[config.mk]
export PLATFORM = sky130hd
export DESIGN_NAME = load_store_unit
export DESIGN_NICKNAME = d
export VERILOG_FILES = /design/src/rtl/load_store_unit.sv
export SDC_FILE = /design/constraint.sdc
export NUM_CORES = 1
export LEC_CHECK = 0
export ABC_CLOCK_PERIOD_IN_PS = 17300
export CORE_UTILIZATION = 29
export DETAILED_ROUTE_END_ITERATION = 10
export GPL_TIMING_DRIVEN = 1
export PLACE_DENSITY = 0.61
export SETUP_SLACK_MARGIN = 0.1
export SYNTH_ARGS = -nofsm -noshare
export SYNTH_HDL_FRONTEND = slang
export SYNTH_SLANG_ARGS = --single-unit
[constraint.sdc]
create_clock -name clk -period 17.3 [get_ports clk]
set_clock_uncertainty 0.05 [all_clocks]
set_input_delay 3.46 -clock clk [delete_from_list [all_inputs] [get_ports clk]]
set_output_delay 3.46 -clock clk [all_outputs]
set_load 0.05 [all_outputs]
[src/rtl/load_store_unit.sv]
// Memory-stage load/store unit: request/response handshake with the data
// memory, load alignment and extension, store lane replication and strobes,
// misalignment detection and a watchdog that aborts stuck accesses.
module load_store_unit #(
    parameter int TIMEOUT_CYCLES = 255
) (
    input  logic        clk,
    input  logic        rst,
    input  logic        valid_in,
    input  logic [5:0]  instr_id,
    input  logic [31:0] mem_addr,
    input  logic [31:0] store_data,
    input  logic [4:0]  rd_addr_in,
    output logic        stall_out,
    output logic        result_valid,
    output logic [31:0] load_data,
    output logic [4:0]  rd_addr_out,
    output logic        misaligned_load,
    output logic        misaligned_store,
    output logic        bus_error,
    output logic [31:0] fault_addr,
    output logic        dmem_req,
    output logic        dmem_we,
    output logic [31:0] dmem_addr,
    output logic [31:0] dmem_wdata,
    output logic [3:0]  dmem_wstrb,
    input  logic        dmem_ready,
    input  logic        dmem_rvalid,
    input  logic [31:0] dmem_rdata
);

    // Instruction IDs shared with the decoder
    localparam logic [5:0] INSTR_LB  = 6'h10;
    localparam logic [5:0] INSTR_LH  = 6'h11;
    localparam logic [5:0] INSTR_LW  = 6'h12;
    localparam logic [5:0] INSTR_LBU = 6'h13;
    localparam logic [5:0] INSTR_LHU = 6'h14;
    localparam logic [5:0] INSTR_SB  = 6'h15;
    localparam logic [5:0] INSTR_SH  = 6'h16;
    localparam logic [5:0] INSTR_SW  = 6'h17;

    // Counter only needs to reach TIMEOUT_CYCLES-1; the access aborts in that cycle
    localparam int CW = (TIMEOUT_CYCLES < 2) ? 1 : $clog2(TIMEOUT_CYCLES);
    localparam logic [CW-1:0] CNT_LAST = CW'(TIMEOUT_CYCLES - 1);

    typedef enum logic [1:0] {
        S_IDLE,
        S_REQ,
        S_WAIT,
        S_DONE
    } state_t;

    state_t        state_q;
    logic [CW-1:0] wd_cnt_q;
    logic [31:0]   addr_q;
    logic [5:0]    op_q;
    logic [4:0]    rd_q;
    logic          dmem_req_q;
    logic          dmem_we_q;
    logic [31:0]   dmem_addr_q;
    logic [31:0]   dmem_wdata_q;
    logic [3:0]    dmem_wstrb_q;
    logic          result_valid_q;
    logic [31:0]   load_data_q;
    logic [4:0]    rd_out_q;
    logic          bus_error_q;
    logic [31:0]   fault_q;

    logic        is_mem;
    logic        is_load;
    logic        is_store;
    logic        misal;
    logic [31:0] wdata_d;
    logic [3:0]  wstrb_d;
    logic        mem_op_idle;
    logic        start;
    logic        timeout;
    logic [31:0] rdata_shifted;
    logic [15:0] rdata_half;
    logic [31:0] load_ext;

    // Decode the incoming instruction: class, alignment and store formatting
    always_comb begin
        is_mem   = 1'b0;
        is_load  = 1'b0;
        is_store = 1'b0;
        misal    = 1'b0;
        wdata_d  = '0;
        wstrb_d  = '0;
        case (instr_id)
            INSTR_LB, INSTR_LBU: begin
                is_mem  = 1'b1;
                is_load = 1'b1;
            end
            INSTR_LH, INSTR_LHU: begin
                is_mem  = 1'b1;
                is_load = 1'b1;
                misal   = mem_addr[0];
            end
            INSTR_LW: begin
                is_mem  = 1'b1;
                is_load = 1'b1;
                misal   = |mem_addr[1:0];
            end
            INSTR_SB: begin
                is_mem   = 1'b1;
                is_store = 1'b1;
                wdata_d  = {4{store_data[7:0]}};
                wstrb_d  = 4'b0001 << mem_addr[1:0];
            end
            INSTR_SH: begin
                is_mem   = 1'b1;
                is_store = 1'b1;
                misal    = mem_addr[0];
                wdata_d  = {2{store_data[15:0]}};
                wstrb_d  = 4'b0011 << mem_addr[1:0];
            end
            INSTR_SW: begin
                is_mem   = 1'b1;
                is_store = 1'b1;
                misal    = |mem_addr[1:0];
                wdata_d  = store_data;
                wstrb_d  = 4'b1111;
            end
            default: begin
                is_mem = 1'b0;
            end
        endcase
    end

    // Pick the addressed byte/half out of the returned word and extend it
    always_comb begin
        rdata_shifted = dmem_rdata >> {addr_q[1:0], 3'b000};
        rdata_half    = addr_q[1] ? dmem_rdata[31:16] : dmem_rdata[15:0];
        case (op_q)
            INSTR_LB:  load_ext = {{24{rdata_shifted[7]}}, rdata_shifted[7:0]};
            INSTR_LBU: load_ext = {24'h000000, rdata_shifted[7:0]};
            INSTR_LH:  load_ext = {{16{rdata_half[15]}}, rdata_half};
            INSTR_LHU: load_ext = {16'h0000, rdata_half};
            default:   load_ext = dmem_rdata;
        endcase
    end

    // Combinational handshake with the pipeline; held quiet while reset is asserted
    always_comb begin
        mem_op_idle      = !rst && valid_in && is_mem && (state_q == S_IDLE);
        start            = mem_op_idle && !misal;
        misaligned_load  = mem_op_idle && misal && is_load;
        misaligned_store = mem_op_idle && misal && is_store;
        stall_out        = start || (state_q == S_REQ) || (state_q == S_WAIT);
        fault_addr       = (misaligned_load || misaligned_store) ? mem_addr : fault_q;
        timeout          = (TIMEOUT_CYCLES != 0) && (wd_cnt_q == CNT_LAST);
    end

    // Access sequencer with registered request channel and result/error pulses
    always_ff @(posedge clk or posedge rst) begin
        if (rst) begin
            state_q        <= S_IDLE;
            wd_cnt_q       <= '0;
            addr_q         <= '0;
            op_q           <= '0;
            rd_q           <= '0;
            dmem_req_q     <= 1'b0;
            dmem_we_q      <= 1'b0;
            dmem_addr_q    <= '0;
            dmem_wdata_q   <= '0;
            dmem_wstrb_q   <= '0;
            result_valid_q <= 1'b0;
            load_data_q    <= '0;
            rd_out_q       <= '0;
            bus_error_q    <= 1'b0;
            fault_q        <= '0;
        end else begin
            result_valid_q <= 1'b0;
            bus_error_q    <= 1'b0;
            case (state_q)
                S_IDLE: begin
                    if (start) begin
                        addr_q       <= mem_addr;
                        op_q         <= instr_id;
                        rd_q         <= rd_addr_in;
                        dmem_addr_q  <= {mem_addr[31:2], 2'b00};
                        dmem_wdata_q <= wdata_d;
                        dmem_wstrb_q <= wstrb_d;
                        dmem_we_q    <= is_store;
                        dmem_req_q   <= 1'b1;
                        wd_cnt_q     <= '0;
                        state_q      <= S_REQ;
                    end
                end
                S_REQ: begin
                    if (dmem_ready) begin
                        dmem_req_q <= 1'b0;
                        wd_cnt_q   <= '0;
                        state_q    <= dmem_we_q ? S_DONE : S_WAIT;
                    end else if (timeout) begin
                        dmem_req_q  <= 1'b0;
                        bus_error_q <= 1'b1;
                        fault_q     <= addr_q;
                        state_q     <= S_DONE;
                    end else begin
                        wd_cnt_q <= wd_cnt_q + CW'(1);
                    end
                end
                S_WAIT: begin
                    if (dmem_rvalid) begin
                        load_data_q    <= load_ext;
                        rd_out_q       <= rd_q;
                        result_valid_q <= 1'b1;
                        state_q        <= S_DONE;
                    end else if (timeout) begin
                        bus_error_q <= 1'b1;
                        fault_q     <= addr_q;
                        state_q     <= S_DONE;
                    end else begin
                        wd_cnt_q <= wd_cnt_q + CW'(1);
                    end
                end
                S_DONE: begin
                    state_q <= S_IDLE;
                end
                default: begin
                    state_q <= S_IDLE;
                end
            endcase
        end
    end

    assign result_valid = result_valid_q;
    assign load_data    = load_data_q;
    assign rd_addr_out  = rd_out_q;
    assign bus_error    = bus_error_q;
    assign dmem_req     = dmem_req_q;
    assign dmem_we      = dmem_we_q;
    assign dmem_addr    = dmem_addr_q;
    assign dmem_wdata   = dmem_wdata_q;
    assign dmem_wstrb   = dmem_wstrb_q;

endmodule

# After elaboration in Yosys (flattened, before gate mapping)

Cells that the tools add are included.

Register bits after elaboration: 192
Logic and storage cells: 100
Output and inout port bits: 144
Input bits: 112

Add/sub/neg operators: 1
Equal/unequal tests: 20
Muxes and demuxes: 34
Shift-type cells: 3
Reductions and logical operators: 27

Operators by type and width:

| kind                                           | count |
|---|---|
| two-way mux 32 bit                             | 4 |
| one-hot mux 32 bit (4 select lines)            | 1 |
| one-hot mux 32 bit (3 select lines)            | 1 |
| == test 6 x 5 -> 1 bit (second input constant) | 12 |
| one-hot mux 32 bit (2 select lines)            | 1 |
| two-way mux 8 bit                              | 4 |
| right shift 32 x 5 -> 8 bit                    | 1 |
| one-hot mux 8 bit (3 select lines)             | 1 |
| two-way mux 16 bit                             | 1 |
| two-way mux 1 bit                              | 12 |
| one-hot mux 4 bit (3 select lines)             | 1 |
| AND reduction 3 bit                            | 3 |
| adder 8 x 1 -> 8 bit (second input constant)   | 1 |
| == test 8 bit (second input constant)          | 1 |
| two-way mux 2 bit                              | 4 |
| one-hot mux 2 bit (4 select lines)             | 1 |
| OR reduction 8 bit                             | 1 |
| logical AND 1 bit                              | 7 |
| != test 2 bit (second input constant)          | 3 |
| one-hot mux 1 bit (2 select lines)             | 3 |
| OR reduction 3 bit                             | 2 |
| OR reduction 5 bit                             | 1 |
| == test 2 bit (second input constant)          | 2 |
| AND reduction 2 bit                            | 2 |
| 10 further kinds                               | 15 |

# Logic depth before layout (Yosys ltp)

Depth in word-level cells: 9
Mapped depth: 9
Mapped depth without buffers: 8

# Least setup slack after synthesis

No wires, ideal clock.

Path type: input to output
Start: input port rst
End: output port misaligned_store
Arrival: 9.126 ns
Required time: 13.790 ns
Slack: 4.664 ns
Stages: 5
Path buffers: 1
Cell sequence: inv_1 -> and4_1 -> buf_2 -> nand2_1 -> nor4_1

Word-level cells in the longest chain between the ends: 6

Ends and longest elaborated chain:

| item                             | RTL line | RTL |
|---|---|---|
| from (decl)                      | 8        | `input logic rst,` |
| zero test 1 bit (no source line) | -        |  |
| logical AND 1 bit (3 in series)  | 146      | `mem_op_idle = !rst && valid_in && is_mem && (state_q == S_IDLE);` |
| logical AND 1 bit (2 in series)  | 149      | `misaligned_store = mem_op_idle && misal && is_store;` |
| to (decl)                        | 19       | `output logic misaligned_store,` |

No other way between the ends.

# Worst setup path in the final report

Start: input port instr_id[0]
End: output port fault_addr[16]

Word-level cells in the longest chain between the ends: 9
Elaborated cells on any way between the ends: 24
Classes of those cells: 8 x eq/ne; 5 x mux; 11 x reduce/logical

Ends and longest elaborated chain:

| item                                 | RTL line | RTL |
|---|---|---|
| from (decl)                          | 10       | `input logic [5:0] instr_id,` |
| == test 6 x 5 -> 1 bit               | 90       | `case (instr_id)` |
| OR reduction 8 bit (no source line)  | -        |  |
| two-way mux 1 bit                    | 90       |  |
| logical AND 1 bit (2 in series)      | 146      |  |
| logical AND 1 bit                    | 148, 149 |  |
| logical AND 1 bit (on tied branches) | 148, 149 |  |
| logical OR 1 bit (*)                 | 151      | `fault_addr = (misaligned_load \|\| misaligned_store) ? mem_addr : fault_q;` |
| two-way mux 32 bit (*)               | 151      |  |
| to (decl)                            | 21       | `output logic [31:0] fault_addr,` |

Mark *: on every way between the ends. The rest lies on a longest branch, timed or not.

==> impl_metrics.yaml <==
outcome:
  outcome: "finished, final reports clean"
synthesis:
  ys_types: 59
  synth_flop_cell: "dfrtp_1"
  yosysSeqAreaShare_pct: 50.2
  yosys.area_share.simple_pct: 10.3
  syn_inst: 754
  ys_top_cells_by_area: "dfrtp_1, mux2_2, nand2_1, a21oi_1, buf_4"
  async_flop_share_pct: 100
  synth.top_cell.area_share_pct: 50.2
  syn_area_sq_mm: 0.00807
  synth.largest_area_cell: "dfrtp_1"
  synth_mux_area_share_pct: 16.5
  synth_top_family_by_area: "multiplexers"
  synth_xor_xnor_area_share_pct: 0.434
  synth_compound_area_share_pct: 15.2
  yosysWarnings: 0
  synth_edf_count: 0
  synth_area_per_cell_sq_um: 10.7
  synth_fa_ha_area_share_pct: 1.09
  ys_seq_elements: 162
critical_path:
  required_ns: 13.79
  cp_num_buf_inv: 2
  startpoint_type: "input port"
  crit_chain: "clkdlybuf4s50_1, nor3_1, a211oi_1, nand2_1, nor2_4, mux2_2, clkdlybuf4s50_1"
  critPathLaunch: "instr_id[0]"
  arrival_ns: 7.31
  worstRegToRegCells: 5
  path_depth: 7
  path_class: "input port to output port"
  critical_path.slowest_cell: "clkdlybuf4s50_1"
  crit_fanout: 31
  crit_path_end_kind: "output port"
  cp_top_family: "buffers and inverters"
  worstReg2RegStart: "state_q[0]"
  worst_path_most_repeated_cell: "clkdlybuf4s50_1"
  cpPeakStageDelay_ns: 1.11
clock_network:
  htreeDepth: 4
  clk_latency_ns: 0.42
  cts_inserted_buffers: 17
  clkTransAtPathRegs_ns: 0.06
  cts_tree: "yes"
  clockRootBuffer: "clkbuf_16"
  post_cts.repair.setup_buffers: 0
  cts_resized: 0
  clk_path_buf_depth: 2
  cts-hold-fix-buffers: 0
  clock_sinks: 162
global_routing:
  antenna_found_initial: 2
  grt_max_degree: 72
  overflow: 0
  grt_pass1_vias: 6413
  grt_first_pass_wirelength_um: 37000
  grt_usage_pct: 16.7
finish:
  fillCellCount: 2614
  final_common_cell: "clkdlybuf4s50_1"
  final_cell_mix: "clkdlybuf4s50_1, dfrtp_1, mux2_2, nand2_1, a21oi_1"
  drive_above_1_share_pct: 16.5
  postLayoutCellArea_sq_mm: 0.0113
  area_growth_pct: 39.6
  final_util_pct: 41.6
  finalNonFillerCells: 1340
  nets: 1072
drt:
  wire_per_inst_um: 17.7
  drt_first_iter_violations: 438
  routed_wl_um: 23700
  ant_nets: 0
  drc_errors: 0
  dr.pass1.iters: 5
  via_count: 6525
  viasPerCell: 4.87
timing:
  worstMarginPinSlew_ns: 1.15
  worst_slack_ns: 6.48
  hold_ws_ns: 0.409
  max_freq_ghz: 0.0925
  rsz0062_at_grt: "no"
  period_share_pct: 62.5
  maxSlewHeadroom_pct: 23.2
  finalMaxSlewViolations: 0
  finalCriticalPeriod_ns: 10.82
  hold_viol_final: 0
  finalSetupViolCount: 0
  setup_tns_ns: 0
floorplan:
  coreArea_sq_mm: 0.0271
  die_w_um: 169
  io_pins: 256
  die_area_sq_mm: 0.0285
  placementRows: 60
  start_util_pct: 29.8
  die_y_um: 169
placed_design:
  routabilityCongestion: 0.836
  place_ws_ns: 6.48
  hpwlAfterDp_um: 16900
  io_buffers: 253
  dp_cells: 1306
  placed_area_sq_mm: 0.0107
pwr:
  p_per_area_mw_per_mm2: 153
  switching_share_pct: 43.9
  p_sw_mw: 0.756
  internal_power_mw: 0.966
  pwr-share-seq_pct: 32.4
  max-vdd-ir-drop_mv: 0.0697
  combPwrFrac_pct: 46.2
  total_power_mw: 1.72
  leakagePower_nw: 4.84
  clock_power_share_pct: 21.5
min_path:
  holdCritStartpoint: "rd_q[2]"
  holdPathStages: 2
  hold_class: "flop to flop"
run:
  maxCapViolCount: 0
## synth_stat cells, drive strengths merged, types with 15 or more instances
library cell,n
dfrtp,162
mux2,101
nand2,88
a21oi,59
buf,51
nor2,50
o21ai,37
clkbuf,30
a22o,18
a22oi,17
a31oi,15
mux2i,15
## worst reg2reg max path, cell delays in order, from the launching register on
cell and delay [ns]:
dfrtp_1 0.40, inv_1 0.10, ha_1 0.25, nand2_1 0.78
nand3_2 1.02, mux2_2 0.62
## logic make-up after synthesis
family / Yosys count
other: 1
adder cells (fa/ha/maj): 7
AO/OA/AOI/OAI: 184
buffers and inverters: 92
AND/OR/NAND/NOR: 186
XOR/XNOR: 4
multiplexers: 118
flip-flops: 162
## flip-flops by register name (all words and copies together) (netlist names)
register,count
addr_q,32
dmem_wdata,32
fault_q,32
load_data,32
wd_cnt_q,8
op_q,6
rd_addr_out,5
rd_q,5
dmem_wstrb,4
state_q,2
bus_error,1
dmem_req,1
dmem_we,1
result_valid,1
## cell type report
cell class | count | area (sq um) | area share, %
clock buffers | 19 | 443 | 3.93
multi-input cells | 501 | 3540 | 31.4
clock inverters | 13 | 125 | 1.11
repair buffers | 260 | 2580 | 23.0
inverters | 11 | 46.3 | 0.411
well taps | 372 | 465 | 4.13
diodes | 2 | 5.00 | 0.0444
flip-flops and latches | 162 | 4050 | 36.0
## path summary, 6_finish.rpt
check / end / slack (ns)
setup / recovery: fault_addr[16] / 6.48
hold / removal: rd_addr_out[2] / 0.41
setup reg to reg: fault_q[2] / 13.96
hold reg to reg: rd_addr_out[2] / 0.41
max in group asynchronous: dmem_wstrb[3] / 12.70
min in group asynchronous: addr_q[20] / 3.33
## power groups by stage
stage | clock network (mW) | registers, mW | logic (mW)
CTS | 0.381 | 0.558 | 0.800
floorplan | 0 | 0.686 | 0.453
finish | 0.370 | 0.557 | 0.795
global placement | 0 | 0.559 | 0.795
detailed placement | 0 | 0.564 | 0.797
global route | 0.396 | 0.573 | 0.843
## layer usage
layer | track usage [%] | wire length (um) | vias to the layer above
met2 | 26.4 | 10900 | 221
li1 | - | - | 3066
met3 | 4.26 | 1550 | 19
met1 | 23.0 | 11000 | 3219
met5 | 0 | 0 | -
met4 | 3.68 | 259 | 0
Note: power is estimated with default switching activity, not from simulation.
==> patch (same flow settings) <==
Set the parameter `TIMEOUT_CYCLES` to 510 (it was 255).
--- a/src/rtl/load_store_unit.sv
+++ b/src/rtl/load_store_unit.sv
@@ -2,7 +2,7 @@
 // memory, load alignment and extension, store lane replication and strobes,
 // misalignment detection and a watchdog that aborts stuck accesses.
 module load_store_unit #(
-    parameter int TIMEOUT_CYCLES = 255
+    parameter int TIMEOUT_CYCLES = 510
 ) (
     input  logic        clk,
     input  logic        rst,
Behaviour: same outputs for any inputs over 4 cycles, from zero or initial values and one cycle with rst high; that may be too few to reach the edited logic, so the function may still have changed.
==> patch against the original RTL <==
Maximum frequency grew 4.1%. Final area grew 0.62%. Synthesized area grew 0.76%. Clock power grew 8.6%. First-iteration DRC count grew 20%. Routed wire length shrank 0.68%. Worst setup slack gained 0.43 ns. Combinational power shrank 1%. Sequential cell count grew 1. Largest cell class unchanged. Power grew 0.92%. Register-to-register slack gained 0.09 ns. Non-clock buffer count grew 1. Final cell count shrank 0.15%.
==> patch: results <==
[setup_path]
crit_start = "instr_id[1]"
max_stage_delay_ns = 0.70
crit_path_end = "fault_addr[24]"
r2r_slack_ns = 14.05
crit_fanout = 37
r2r_cells = 9
reg2reg_to = "dmem_wstrb[1]"

[global_route]
grt_pass1_wl_mm = 37.0
grt_max_degree = 92
grt_pass1_vias = 6436
antenna_found_initial = 0
grt_usage = 0.165

[final_layout]
num-fill-cells = 2636
diodes = 0
drive_above_1_share = 0.124

[synth]
ys_top_cells_by_area = "dfrtp_1 50%, mux2_2 9.6%, mux2_1 4.4%"
yosysSeqAreaShare = 0.502

[detailed_routing]
drtIter0Drc = 526
routedWlPerCell_um = 17.6

[outcome]
status = "finished clean"

[place]
gp_congestion = 0.795
hpwl_mm = 16.7

[sta]
maxSlewHeadroom = 0.273
fmax_mhz = 96.3

[power]
p_leak_nw = 4.91
peakVddDrop_mv = 0.0689
-- patch: cell count changes after synthesis, sizes merged, moves of 6 or more --
cell / change
nand2b: -6
buf: +9
a21o: +10
a31oi: -12
o31ai: +18
clkbuf: -9
a21oi: -6
a2111oi: +7
a22o: -12
a22oi: +8
-- patch: kinds of logic (layout without fill, tap and decap cells) --
group	after synthesis	after routing	synth area share
adders and majority gates	7	7	0.0108
muxes	115	115	0.159
other	1	2	0.000461
xor gates and xnor gates	5	5	0.00539
DFF	163	163	0.502
and+or+nand+nor	185	185	0.104
AOI/OAI and AO/OA	187	187	0.153
buffers and inverters	90	302	0.0657
-- patch: area by class of cell --
cell class,instances,area share
flip-flops and latches,163,0.360
multi-input cells,501,0.312
repair buffers,261,0.229
well taps,372,0.0411
clock buffers,18,0.0388
clock inverters,14,0.0162
inverters,9,0.00342
-- patch: per-layer routing --
layer  track usage  wire (µm)  share of wire
met2         0.253      10700           0.45
met1         0.233      11100           0.47
met5             0          0              0
met4        0.0458        263          0.011
met3        0.0371       1520          0.064
-- patch: power by group --
| part | switching, mW | internal (mW) |
|---|---|---|
| clock network | 0.177 | 0.225 |
| logic | 0.512 | 0.273 |
| registers | 0.0739 | 0.477 |
| total | 0.763 | 0.975 |
-- patch: tightest hold or removal path, stage by stage, from the launching register on --
cell	delay (ns)
dfrtp_1	0.34
nand2_1	0.05
nand2_1	0.05
-- patch: worst min-delay path by stage --
stage | start | end | slack [ns] | cells after the start
floorplan | rd_q[0] | rd_addr_out[0] | 0.38 | 2
global placement | rd_q[4] | rd_addr_out[4] | 0.39 | 2
detailed placement | rd_q[2] | rd_addr_out[2] | 0.40 | 2
CTS | rd_q[4] | rd_addr_out[4] | 0.41 | 2
global route | dmem_wstrb[2] | dmem_wstrb[2] | 0.45 | 1
finish | rd_q[4] | rd_addr_out[4] | 0.41 | 2
-- patch: through the flow --
step / cells / setup slack (ns) / instance area [µm²] / hold WS [ns] / total power, mW
2_1_floorplan: 754 / 8.11 / 8130 / 0.383 / 1.11
3_3_place_gp: 1306 / 7.01 / 10700 / 0.393 / 1.33
3_5_place_dp: 1306 / 6.94 / 10700 / 0.403 / 1.34
4_1_cts: 1338 / 6.93 / 11300 / 0.409 / 1.75
5_1_grt: 1338 / 6.72 / 11300 / 0.454 / 1.83
6_report: 1338 / 6.91 / 11300 / 0.411 / 1.74
